`src/rtl/arp_pkg.sv`:
```
// Shared types and constants for the ARP control/cache slice.
// The entry age field exists only when ARP_AGING_EN is defined.
package arp_pkg;

  localparam int unsigned IP_W  = 32;
  localparam int unsigned MAC_W = 48;
`ifdef ARP_AGING_EN
  localparam int unsigned AGE_W = 32;
`endif

  localparam logic ARP_TYPE_REQ   = 1'b0;
  localparam logic ARP_TYPE_REPLY = 1'b1;

  localparam logic [MAC_W-1:0] BCAST_MAC = 48'hFF_FF_FF_FF_FF_FF;

  typedef enum logic [2:0] {
    IDLE,
    TX_REPLY,
    WAIT_REPLY_DONE,
    TX_REQ,
    WAIT_REQ_DONE,
    WAIT_ANSWER
  } arp_state_e;

  typedef struct packed {
    logic             valid;
    logic [IP_W-1:0]  ip;
    logic [MAC_W-1:0] mac;
`ifdef ARP_AGING_EN
    logic [AGE_W-1:0] age;
`endif
  } arp_entry_t;

endpackage

```
`src/rtl/arp_cache.sv`:
```
// IP->MAC cache: match/update or round-robin insert, registered parallel lookup.
// Optional per-entry expiry when ARP_AGING_EN is defined.
module arp_cache
  import arp_pkg::*;
#(
  parameter int unsigned CACHE_DEPTH = 4
`ifdef ARP_AGING_EN
  ,
  parameter logic [31:0] AGE_CYCLES  = 32'd1250000000
`endif
) (
  input  logic             gmii_clk,
  input  logic             sys_rst,
  input  logic             wr_en,
  input  logic [IP_W-1:0]  wr_ip,
  input  logic [MAC_W-1:0] wr_mac,
  input  logic             lkp_vld,
  input  logic [IP_W-1:0]  lkp_ip,
  output logic             lkp_ack,
  output logic             lkp_hit,
  output logic [MAC_W-1:0] lkp_mac
);

  localparam int unsigned PTR_W = $clog2(CACHE_DEPTH);

  arp_entry_t       ent_q [CACHE_DEPTH];
  logic [PTR_W-1:0] rr_ptr;

  logic             wr_match_c;
  logic [PTR_W-1:0] wr_idx_c;
  logic [PTR_W-1:0] wr_slot_c;
  arp_entry_t       wr_ent_c;
  logic             lkp_hit_c;
  logic [MAC_W-1:0] lkp_mac_c;

  // Parallel compare of every valid entry against the write and lookup keys
  always_comb begin
    wr_match_c = 1'b0;
    wr_idx_c   = '0;
    lkp_hit_c  = 1'b0;
    lkp_mac_c  = '0;
    for (int i = 0; i < CACHE_DEPTH; i++) begin
      if (ent_q[i].valid && (ent_q[i].ip == wr_ip)) begin
        wr_match_c = 1'b1;
        wr_idx_c   = PTR_W'(i);
      end
      if (ent_q[i].valid && (ent_q[i].ip == lkp_ip)) begin
        lkp_hit_c = 1'b1;
        lkp_mac_c = lkp_mac_c | ent_q[i].mac;
      end
    end
    wr_slot_c      = wr_match_c ? wr_idx_c : rr_ptr;
    wr_ent_c       = '0;
    wr_ent_c.valid = 1'b1;
    wr_ent_c.ip    = wr_ip;
    wr_ent_c.mac   = wr_mac;
  end

  always_ff @(posedge gmii_clk) begin
    if (sys_rst) begin
      for (int i = 0; i < CACHE_DEPTH; i++) ent_q[i] <= '0;
      rr_ptr  <= '0;
      lkp_ack <= 1'b0;
      lkp_hit <= 1'b0;
      lkp_mac <= '0;
    end else begin
      lkp_ack <= lkp_vld;
      lkp_hit <= lkp_vld & lkp_hit_c;
      lkp_mac <= (lkp_vld && lkp_hit_c) ? lkp_mac_c : '0;
`ifdef ARP_AGING_EN
      for (int i = 0; i < CACHE_DEPTH; i++) begin
        if (ent_q[i].valid) begin
          if (ent_q[i].age == (AGE_CYCLES - 32'd1)) ent_q[i].valid <= 1'b0;
          else ent_q[i].age <= ent_q[i].age + 32'd1;
        end
      end
`endif
      // A write overrides same-cycle expiry and restarts the entry's age
      if (wr_en) begin
        ent_q[wr_slot_c] <= wr_ent_c;
        if (!wr_match_c) rr_ptr <= rr_ptr + 1'b1;
      end
    end
  end

endmodule

```
`src/rtl/arp_ctrl_cache.sv`:
```
// ARP control stage: auto-reply, resolve with timeout/retry, and IP->MAC cache.
// ARP_AGING_EN enables entry expiry after AGE_CYCLES.
module arp_ctrl_cache
  import arp_pkg::*;
#(
  parameter int unsigned CACHE_DEPTH    = 4,
  parameter int unsigned TIMEOUT_CYCLES = 125000,
  parameter int unsigned MAX_RETRY      = 3
`ifdef ARP_AGING_EN
  ,
  parameter logic [31:0] AGE_CYCLES     = 32'd1250000000
`endif
) (
  input  logic             gmii_clk,
  input  logic             sys_rst,
  input  logic             arp_rx_done,
  input  logic             arp_rx_type,
  input  logic [MAC_W-1:0] src_mac,
  input  logic [IP_W-1:0]  src_ip,
  input  logic             tx_done,
  output logic             arp_tx_en,
  output logic             arp_tx_type,
  output logic [MAC_W-1:0] des_mac,
  output logic [IP_W-1:0]  des_ip,
  input  logic             res_start,
  input  logic [IP_W-1:0]  res_ip,
  output logic             res_busy,
  output logic             res_done,
  output logic             res_fail,
  output logic [MAC_W-1:0] res_mac,
  input  logic             lkp_vld,
  input  logic [IP_W-1:0]  lkp_ip,
  output logic             lkp_ack,
  output logic             lkp_hit,
  output logic [MAC_W-1:0] lkp_mac
);

  localparam int unsigned TMO_W = $clog2((TIMEOUT_CYCLES > 1) ? TIMEOUT_CYCLES : 2);
  localparam int unsigned RTY_W = $clog2(MAX_RETRY + 1);
  localparam logic [TMO_W-1:0] TMO_LAST = TMO_W'(TIMEOUT_CYCLES - 1);
  localparam logic [RTY_W-1:0] RTY_MAX  = RTY_W'(MAX_RETRY);

  arp_state_e       state;
  logic             reply_pend;
  logic [MAC_W-1:0] rep_mac;
  logic [IP_W-1:0]  rep_ip;
  logic [IP_W-1:0]  res_ip_q;
  logic [RTY_W-1:0] rty_cnt;
  logic [TMO_W-1:0] tmo_cnt;
  logic             ans_pend;

  logic rx_req_c;
  logic ans_match_c;
  logic tmo_exp_c;

  assign rx_req_c    = arp_rx_done && (arp_rx_type == ARP_TYPE_REQ);
  assign ans_match_c = ans_pend && arp_rx_done && (arp_rx_type == ARP_TYPE_REPLY) &&
                       (src_ip == res_ip_q);
  assign tmo_exp_c   = (tmo_cnt == TMO_LAST);

  always_ff @(posedge gmii_clk) begin
    if (sys_rst) begin
      state       <= IDLE;
      reply_pend  <= 1'b0;
      rep_mac     <= '0;
      rep_ip      <= '0;
      res_ip_q    <= '0;
      rty_cnt     <= '0;
      tmo_cnt     <= '0;
      ans_pend    <= 1'b0;
      arp_tx_en   <= 1'b0;
      arp_tx_type <= 1'b0;
      des_mac     <= BCAST_MAC;
      des_ip      <= '0;
      res_busy    <= 1'b0;
      res_done    <= 1'b0;
      res_fail    <= 1'b0;
      res_mac     <= '0;
    end else begin
      arp_tx_en <= 1'b0;
      res_done  <= 1'b0;
      res_fail  <= 1'b0;

      // Answer timer keeps running (saturating) while a reply is being sent
      if (ans_pend && !tmo_exp_c) tmo_cnt <= tmo_cnt + 1'b1;

      if (ans_match_c) begin
        res_done <= 1'b1;
        res_mac  <= src_mac;
        res_busy <= 1'b0;
        ans_pend <= 1'b0;
      end

      case (state)
        IDLE: begin
          if (reply_pend) state <= TX_REPLY;
          else if (res_busy && !ans_pend) state <= TX_REQ;
          else if (ans_pend && !ans_match_c) state <= WAIT_ANSWER;
        end
        TX_REPLY: begin
          arp_tx_en   <= 1'b1;
          arp_tx_type <= ARP_TYPE_REPLY;
          des_mac     <= rep_mac;
          des_ip      <= rep_ip;
          reply_pend  <= 1'b0;
          state       <= WAIT_REPLY_DONE;
        end
        WAIT_REPLY_DONE: begin
          if (tx_done) state <= IDLE;
        end
        TX_REQ: begin
          arp_tx_en   <= 1'b1;
          arp_tx_type <= ARP_TYPE_REQ;
          des_mac     <= BCAST_MAC;
          des_ip      <= res_ip_q;
          rty_cnt     <= rty_cnt + 1'b1;
          state       <= WAIT_REQ_DONE;
        end
        WAIT_REQ_DONE: begin
          if (tx_done) begin
            tmo_cnt  <= '0;
            ans_pend <= 1'b1;
            state    <= WAIT_ANSWER;
          end
        end
        WAIT_ANSWER: begin
          if (!ans_pend || ans_match_c) begin
            state <= IDLE;
          end else if (reply_pend) begin
            state <= TX_REPLY;
          end else if (tmo_exp_c) begin
            ans_pend <= 1'b0;
            if (rty_cnt < RTY_MAX) begin
              state <= TX_REQ;
            end else begin
              res_fail <= 1'b1;
              res_busy <= 1'b0;
              state    <= IDLE;
            end
          end
        end
        default: state <= IDLE;
      endcase

      // Event capture comes last so a fresh event beats a same-cycle clear
      if (rx_req_c) begin
        reply_pend <= 1'b1;
        rep_mac    <= src_mac;
        rep_ip     <= src_ip;
      end
      if (res_start && !res_busy) begin
        res_busy <= 1'b1;
        res_ip_q <= res_ip;
        rty_cnt  <= '0;
      end
    end
  end

  arp_cache #(
    .CACHE_DEPTH (CACHE_DEPTH)
`ifdef ARP_AGING_EN
    ,
    .AGE_CYCLES  (AGE_CYCLES)
`endif
  ) u_cache (
    .gmii_clk (gmii_clk),
    .sys_rst  (sys_rst),
    .wr_en    (arp_rx_done),
    .wr_ip    (src_ip),
    .wr_mac   (src_mac),
    .lkp_vld  (lkp_vld),
    .lkp_ip   (lkp_ip),
    .lkp_ack  (lkp_ack),
    .lkp_hit  (lkp_hit),
    .lkp_mac  (lkp_mac)
  );

endmodule

```
`config.mk`:
```
export PLATFORM = sky130hd
export DESIGN_NAME = arp_ctrl_cache
export DESIGN_NICKNAME = d
export VERILOG_FILES = /design/src/rtl/arp_pkg.sv /design/src/rtl/arp_cache.sv /design/src/rtl/arp_ctrl_cache.sv
export SDC_FILE = /design/constraint.sdc
export NUM_CORES = 1
export LEC_CHECK = 0
export CORE_UTILIZATION = 50
export CTS_CLUSTER_SIZE = 24
export DETAILED_ROUTE_END_ITERATION = 7
export PLACE_DENSITY_LB_ADDON = 0.15
export SLEW_MARGIN = 20
export SYNTH_ARGS = -nofsm -noshare
export SYNTH_HDL_FRONTEND = slang
export SYNTH_SLANG_ARGS = --single-unit
```
`constraint.sdc`:
```
create_clock -name gmii_clk -period 5.3 [get_ports gmii_clk]
set_clock_uncertainty 0.1 [all_clocks]
set_input_delay 0.795 -clock gmii_clk [delete_from_list [all_inputs] [get_ports gmii_clk]]
set_output_delay 0.795 -clock gmii_clk [all_outputs]
set_load 0.02 [all_outputs]
```
==> reports/metrics.cfg, run 1 <==
[global_route]
grt_pass1_vias=20210
grt_use_met3_pct=6.155
grt_usage_pct=31.05
antenna_found_initial=1
grtUsageMet1_pct=44.94
grt_max_degree=101
grt-busiest-layer=met2
grt_pass1_wl_microns=131100
grt-ovfl-total=0
met2_usage_pct=47.42

[logic_synthesis]
yosysUniqueCellTypes=55
synth_edf_count=324
syn_inst=2568
synth.area.top_cells=edfxtp_1, dfxtp_1, and2_1
synth_ff_type=edfxtp_1
yosys.area.top_type=edfxtp_1
synth_top_area_share_pct=34.94
async_flop_share_pct=0
ys_warn_count=0
syn-num-nets=2721
yosys.cell_count.top_type=edfxtp_1
ys_seq_area_share_pct=58.02
syn_area_sq_mm=0.02784
synth_seq_cells=645
synth.avg_cell_area_sq_um=10.84
synth.top_cells.by_count=edfxtp_1, dfxtp_1, and2_1

[power_and_ir_drop]
pwr-share-seq_pct=44.8
swShare_pct=28.85
vdd_drop_max_uv=274.1
p_int_mw=9.512
power_density_mw_per_mm2=387.1
combPwrFrac_pct=18.6
clkPwrFrac_pct=36.6
finalPower_mw=13.37
netSwitchingPower_mw=3.857
cellLeakagePower_nw=12.15

[layout]
fin_util_pct=62.68
drive_gt1_share_pct=7.484
layoutNonFillerInstCount=3662
area_growth_pct=24.03
fin_nets=3008

[clock_tree]
cts_max_path_buffers=3
post_cts_resized=0
ctsRootBufferMaster=clkbuf_16
htree_num_levels=3
cts_sinks=645
cts_buffers=70
cts_setup_buffers=0
cts_tree=yes
cts_hold_buf=0
worstSkewPairLatency_ns=0.63
path_clk_slew_ns=0.05

[die]
die_y_microns=238.0
die_x_microns=238.0
num_io_pins=334
core_area_sq_mm=0.05509
die_area_sq_mm=0.05663
start_util_pct=50.54
row_count=86

[timing]
slew_viol_final=0
rsz0062_at_grt=no
worstMarginPinSlew_ns=1.072
setup_viol=0
period_share_pct=78.59
fin_crit_ns=4.165
finalSetupTns_ns=0
timing.fmax_ghz=0.2401
timing.hold.ws_ns=0.3529
slew_headroom_pct=28.52
hold_violations=0

[place]
hpwl_microns=59520
place.gp.congestion=1.021
dp.cells=3530
port_buffers=333

[setup_path]
required_ns=5.52
crit_start=src_ip[12]
cp_max_fo=21
start_kind=input pin
worstSetupPathType=in2reg
timing.rr.end=u_cache.ent_q[1][19]
rrSetupSlack_ns=1.78
worstSetupEndpoint=u_cache.ent_q[1][19]
crit_path_end_kind=flip-flop
worst-r2r-cell-count=8
crit_arrival_ns=4.38
reg2reg_from=u_cache.ent_q[3][67]

[flow_run]
max_cap_viol_count=0

[min_path]
min-delay-path-class=reg2reg

[detailed_routing]
drtIter0Drc=1746
wl_per_cell_microns=24.01
ant_nets=0
drc=0
vias=20650
avgViaCountPerCell=5.640
dr.pass1.iters=5
drt-total-wl_microns=87920

[status]
outcome=completed

==> final cells by class <==
type                            count  area, sq um
Multi-Input combinational cell   1714        10910
Fill cell                        4508        20560
Clock buffer                      102         2019
Timing Repair Buffer              416         4180
Tap cell                          748        935.9
Inverter                            8        30.03
Clock inverter                     28        296.5
Sequential cell                   645        16160
Antenna cell                        1        2.502
==> registers in the layout (all words and copies together) (netlist names), 3 cells and up <==
signal,flops
rep_mac,48
u_cache.lkp_mac,48
des_mac,48
des_ip,32
res_mac,48
u_cache.ent_q,324
state,3
rep_ip,32
tmo_cnt,17
res_ip_q,32
==> metal layers <==
layer,share of wire (%),wire [microns]
met1,45,39690
met2,45,39530
met3,7.8,6878
met4,2.1,1813
met5,0.015,13
==> cells in the final DEF, fill, tap and decap left out, types with 3 or more instances in the layout <==
| cell type | n |
|---|---|
| clkinv_1 | 3 |
| and2_1 | 319 |
| a22oi_1 | 96 |
| and3_1 | 6 |
| buf_12 | 16 |
| edfxtp_1 | 324 |
| nor2_1 | 157 |
| nor4_1 | 40 |
| or2_4 | 3 |
| clkbuf_8 | 9 |
| mux2i_1 | 82 |
| o21bai_1 | 49 |
| nor2b_1 | 4 |
| xnor2_1 | 200 |
| nand2_1 | 244 |
| nor4_2 | 6 |
| buf_4 | 66 |
| xor2_1 | 102 |
| nor4b_1 | 4 |
| o21ai_0 | 12 |
| clkinvlp_4 | 5 |
| clkinv_2 | 13 |
| inv_1 | 7 |
| bufinv_16 | 3 |
| nand2b_1 | 5 |
| clkbuf_1 | 20 |
| clkbuf_16 | 73 |
| clkdlybuf4s50_1 | 332 |
| a21oi_1 | 168 |
| a211oi_1 | 32 |
| nor3_1 | 56 |
| dfxtp_1 | 320 |
| or3_1 | 6 |
| nand3_1 | 23 |
| nand4_1 | 60 |
==> through the flow <==
step | area [sq um] | setup slack [ns]
floorplan | 27840 | 1.090
global placement | 32190 | 0.6147
detailed placement | 32190 | 0.6358
CTS | 34500 | 1.283
global route | 34530 | 1.065
finish | 34530 | 1.135
==> power by group through the flow <==
stage	clock [mW]	combinational, mW	sequential [mW]
global route	5.16	2.67	6.03
global placement	0	2.45	6.08
finish	4.89	2.49	5.99
detailed placement	0	2.48	6.08
CTS	4.95	2.48	5.98
floorplan	0	1.19	6.22
==> worst min-delay path by stage <==
| stage | startpoint | to | slack, ns | cells past startpoint |
|---|---|---|---|---|
| global route | rep_mac[15] | rep_mac[15] | 0.37 | 2 |
| floorplan | rep_ip[0] | rep_ip[0] | 0.34 | 2 |
| finish | rep_ip[23] | rep_ip[23] | 0.35 | 2 |
| global placement | rep_ip[13] | rep_ip[13] | 0.34 | 2 |
| CTS | rep_ip[23] | rep_ip[23] | 0.35 | 2 |
| detailed placement | rep_ip[23] | rep_ip[23] | 0.35 | 2 |
==> cells by family (layout without fill, tap and decap cells) <==
group	count (synthesis)	after routing	synth area share, %
compound gates	371	371	8.547
fa+ha+maj	2	2	0.08986
mux	83	83	2.988
buf+inv	209	554	3.110
xor+xnor	302	302	9.500
simple gates	956	956	17.74
flops	645	645	58.02
other cells	0	1	0
==> critical path, stage by stage <==
cell             delay, ns
clkdlybuf4s50_1       0.77
xor2_1                0.31
nor4_1                0.58
nand2_1               0.16
nor4_1                0.60
a41oi_4               0.11
a211oi_4              0.35
or2_4                 0.42
buf_12                0.23
Power figures use the tool's default switching activity.
==> run 2: changes to the inputs <==
==> constraint.sdc (replaced) <==
create_clock -name gmii_clk -period 3.8 [get_ports gmii_clk]
set_clock_uncertainty 0.1 [all_clocks]
set_input_delay 0.57 -clock gmii_clk [delete_from_list [all_inputs] [get_ports gmii_clk]]
set_output_delay 0.57 -clock gmii_clk [all_outputs]
set_load 0.02 [all_outputs]
==> run 2 against run 1 <==
Effect of this change:
- wire length fell by 1.2%
- hold slack worse by 0.13 ns
- count of clock-buffer cells in the layout shrank 2
- largest cell class unchanged
- largest power group unchanged
==> reports/metrics.cfg, run 2 (synthesis results as in run 1) <==
[setup_path]
worstSetupPathType=in2reg
worst-r2r-cell-count=11
crit_path_end_kind=flip-flop
cp_max_fo=32
start_kind=input pin
required_ns=4.05
crit_arrival_ns=3.79

[detailed_routing]
drt-total-wl_microns=86830
ant_nets=0
drc=0
drtIter0Drc=1790
wl_per_cell_microns=23.12
avgViaCountPerCell=5.605
dr.pass1.iters=5
vias=21050

[global_route]
grt_max_degree=94
grt-ovfl-total=0
grt_usage_pct=30.45
antenna_found_initial=1
grt_pass1_wl_microns=128700
grt_pass1_vias=20420

[layout]
fin_util_pct=64.39
layout_common_cells=clkdlybuf4s50_1, edfxtp_1, dfxtp_1, and2_1, nand2_1
largest_register_ffs=324
insertedDiodeCount=0
final_common_cell=clkdlybuf4s50_1
fillers=4380
fin_nets=3103
drive_gt1_share_pct=10.58
top_register=u_cache.ent_q
area_growth_pct=27.41

[clock_tree]
ctsRootBufferMaster=clkbuf_16
cts_buffers=69
cts_tree=yes
cts_max_path_buffers=3
worstSkewPairLatency_ns=0.61
path_clk_slew_ns=0.06
cts_setup_buffers=0
cts_hold_buf=0
htree_num_levels=3
post_cts_resized=0
cts_sinks=645

[die]
die_y_microns=238.0
die_area_sq_mm=0.05663
die_x_microns=238.0
row_count=86
core_area_sq_mm=0.05509
start_util_pct=50.54
num_io_pins=334

[min_path]
min-delay-path-class=in2reg
min_path_cells=2

[timing]
timing.fmax_ghz=0.2830
hold_violations=0
finalSetupTns_ns=0
period_share_pct=92.98
rsz0062_at_grt=no
setup_viol=0
slew_viol_final=0
worstMarginPinSlew_ns=0.9849
fin_crit_ns=3.533
slew_headroom_pct=34.34

[power_and_ir_drop]
vdd_drop_max_uv=423.8
power_density_mw_per_mm2=526.9
cellLeakagePower_nw=12.72

[place]
port_buffers=333
place.gp.congestion=0.9555
hpwl_microns=62100

[status]
outcome=completed

[flow_run]
max_cap_viol_count=0

[run 2: cell count changes in the layout (fill, tap and decap cells not counted), moves of 3 or more]
cell,before,now
inv_6,0,4
buf_12,16,35
buf_4,66,144
clkinvlp_4,5,2
clkbuf_1,20,13
clkbuf_8,9,15
clkinv_2,13,10
[run 2: layout make-up]
class,instances,area (sq um),share of cell area [%]
inverter,8,30.03,0.08465
multi-input combinational,1714,10910,30.75
clock buffer,100,2048,5.774
sequential,645,16160,45.55
timing repair buffer,512,5119,14.43
tap,748,935.9,2.638
clock inverter,28,272.8,0.7689
[run 2: where the power goes]
group          internal (mW)  total [mW]  switching (mW)  leakage, nW
sequential              7.91        8.38           0.464         5.98
combinational           1.49        3.52            2.03         5.60
clock                   3.94        6.79            2.85         1.14
[run 2: critical path, stage by stage]
cell and delay [ns]:
clkdlybuf4s50_1 0.51, buf_4 0.24, xor2_1 0.19, nor4_1 0.32
buf_4 0.16, nand4_1 0.09, nor4_1 0.52, buf_4 0.20
a311o_1 0.19, and4bb_4 0.28, or2_4 0.28, buf_12 0.20
[run 2: layer usage]
metal  global-route usage, %  wire length [microns]  vias up
met3                   4.500                   6843      119
met2                   46.87                  39150      880
met5                       0                      0        -
met1                   44.82                  38890    10390
met4                   8.256                   1946        0
li1                        -                      -     9662
[run 2: path summary, 6_finish.rpt]
check	start	end	slack, ns
hold reg to reg	rep_ip[23]	rep_ip[23]	0.36
setup reg to reg	u_cache.ent_q[0][58]	u_cache.ent_q[1][43]	0.35
hold / removal	sys_rst	res_mac[45]	0.23
setup / recovery	src_ip[10]	u_cache.ent_q[0][15]	0.27
[run 2: metrics by stage]
| step | instance area, sq um | cells | worst slack [ns] | hold slack [ns] | total power, mW |
|---|---|---|---|---|---|
| floorplan | 27850 | 2568 | 0.1160 | 0.3357 | 10.34 |
| global placement | 33150 | 3627 | -0.3129 | 0.3408 | 11.97 |
| detailed placement | 33150 | 3627 | -0.2872 | 0.3486 | 12.02 |
| CTS | 35470 | 3755 | 0.3209 | 0.1973 | 18.77 |
| global route | 35470 | 3755 | 0.1270 | 0.2273 | 19.35 |
| finish | 35470 | 3755 | 0.2667 | 0.2257 | 18.69 |
==> run 3: changes to the inputs <==
==> constraint.sdc (replaced) <==
create_clock -name gmii_clk -period 3.8 [get_ports gmii_clk]
set_clock_uncertainty 0.1 [all_clocks]
set_input_delay 0.76 -clock gmii_clk [delete_from_list [all_inputs] [get_ports gmii_clk]]
set_output_delay 0.76 -clock gmii_clk [all_outputs]
set_load 0.02 [all_outputs]
==> run 3 against run 2 <==
Effect of this change:
- setup slack worse by 0.11 ns
- clock power is 3% higher
- count of clock-buffer cells in the layout is 7 lower
- design area is 1.2% higher
- critical path depth stayed put
- maximum frequency is 3.1% lower
- via count is 0.55% higher
- critical endpoint is now u_cache.ent_q[1][18]
- highest routed layer unchanged
==> reports/metrics.cfg, run 3 (synthesis results as in run 1) <==
[global_route]
grt-ovfl-total=0
grt_pass1_wl_microns=132500
antenna_found_initial=2
grt_max_degree=178
grt_pass1_vias=20400
grt_usage_pct=31.48

[detailed_routing]
drc=0
drt-total-wl_microns=90320
dr.pass1.iters=5
wl_met3_microns=6781
vias=21160
wl_met2_microns=40710
ant_nets=0
avgViaCountPerCell=5.587
wl_per_cell_microns=23.84
routed.top_layer=met4
drtIter0Drc=2125
wl_met1_microns=40800

[timing]
worstMarginPinSlew_ns=0.9655
hold_violations=0
timing.fmax_ghz=0.2742
setup_viol=0
finalSetupTns_ns=0
slew_headroom_pct=35.64
slew_viol_final=0
fin_crit_ns=3.647
timing.hold.ws_ns=0.3360
worst_slack_ns=0.1529
rsz0062_at_grt=no
period_share_pct=95.98

[die]
core_area_sq_mm=0.05509
start_util_pct=50.54
num_io_pins=334
die_x_microns=238.0
die_y_microns=238.0
die_area_sq_mm=0.05663
row_count=86

[layout]
top_register=u_cache.ent_q
area_growth_pct=28.91
fin_util_pct=65.15
fin_nets=3138
largest_register_ffs=324
final_common_cell=clkdlybuf4s50_1
drive_gt1_share_pct=11.59
layout_common_cells=clkdlybuf4s50_1, edfxtp_1, dfxtp_1, and2_1, nand2_1

[place]
port_buffers=333
place.gp.congestion=0.9702
place_ws_ns=-0.6909
hpwl_microns=64080

[setup_path]
path_cells=clkdlybuf4s50_1 > buf_4 > xnor2_1 > nand2_1 > a2111o_1 > nor4_1 > buf_4 > a41oi_4 > buf_4 > a211oi_4 > or2_4 > buf_12
cp_max_fo=41
worstSetupPathType=in2reg
crit_path_end_kind=flip-flop
crit_arrival_ns=3.83
required_ns=3.98
worst_path_most_repeated_cell=buf_4
cpPeakStageDelay_ns=0.61
critPathSlowestCell=clkdlybuf4s50_1
start_kind=input pin

[power_and_ir_drop]
cellLeakagePower_nw=12.96
vdd_drop_max_uv=412.2
power_density_mw_per_mm2=529.1

[clock_tree]
htree_num_levels=3
worstSkewPairLatency_ns=0.63
cts_buffers=68
cts_setup_buffers=0
path_clk_slew_ns=0.06
ctsRootBufferMaster=clkbuf_16
cts_max_path_buffers=3
cts_sinks=645
cts_tree=yes

[flow_run]
max_cap_viol_count=0

[status]
outcome=completed

[min_path]
min-delay-path-class=in2reg

-- run 3: cell types whose count changed in the layout (fill, tap and decap cells not counted), moves of 2 or more --
| cell | change |
|---|---|
| clkinv_1 | -3 |
| diode_2 | +2 |
| bufinv_16 | +5 |
| buf_4 | +26 |
| clkbuf_8 | -5 |
| buf_12 | +9 |
| clkbuf_16 | -2 |
-- run 3: what timing repair did --
| item | in CTS | in global routing |
|---|---|---|
| gates resized for setup | 1 | 2 |
| endpoints found under the setup margin | 141 | 54 |
| hold buffers | 0 | 0 |
| pin swaps | 0 | 0 |
-- run 3: final cells by class --
class | count | area (sq um)
fill | 4349 | 19200
sequential | 645 | 16160
multi-input combinational | 1714 | 10920
timing repair buffer | 548 | 5508
clock buffer | 93 | 1928
tap | 748 | 935.9
clock inverter | 30 | 410.4
inverter | 8 | 30.03
antenna | 2 | 5.005
-- run 3: worst paths after layout --
check | start | end | slack (ns) | cells past startpoint
worst min register to register | rep_ip[23] | rep_ip[23] | 0.35 | 2
worst min-delay path | sys_rst | u_cache.lkp_ack | 0.34 | 2
worst max register to register | u_cache.ent_q[2][56] | u_cache.ent_q[2][38] | 0.47 | 9
worst max-delay path | src_ip[20] | u_cache.ent_q[1][18] | 0.15 | 12
-- run 3: per-stage QoR --
step | instance area [sq um] | cells | total power, mW
after global placement | 33540 | 3663 | 12.09
after floorplan | 27860 | 2568 | 10.34
after CTS | 35880 | 3786 | 19.06
after global routing | 35890 | 3788 | 19.60
after detailed placement | 33540 | 3663 | 12.14
final | 35890 | 3788 | 18.99
-- run 3: worst max-delay path: cells and delay by family --
family,cells,cell delay [ns]
AOI/OAI and AO/OA,3,0.80
xor gates and xnor gates,1,0.22
buffers and inverters,5,1.50
and+or+nand+nor,3,0.52
-- run 3: power breakdown --
| part | leakage (nW) | switching (mW) | internal [mW] |
|---|---|---|---|
| sequential | 5.98 | 0.475 | 7.91 |
| clock | 1.15 | 2.89 | 4.08 |
| combinational | 5.83 | 2.08 | 1.55 |
-- run 3: per-layer routing --
metal / track usage [%] / vias up
met1: 46.28 / 10420
met5: 0 / -
li1: - / 9740
met2: 48.28 / 878
met4: 8.450 / 0
met3: 4.951 / 129
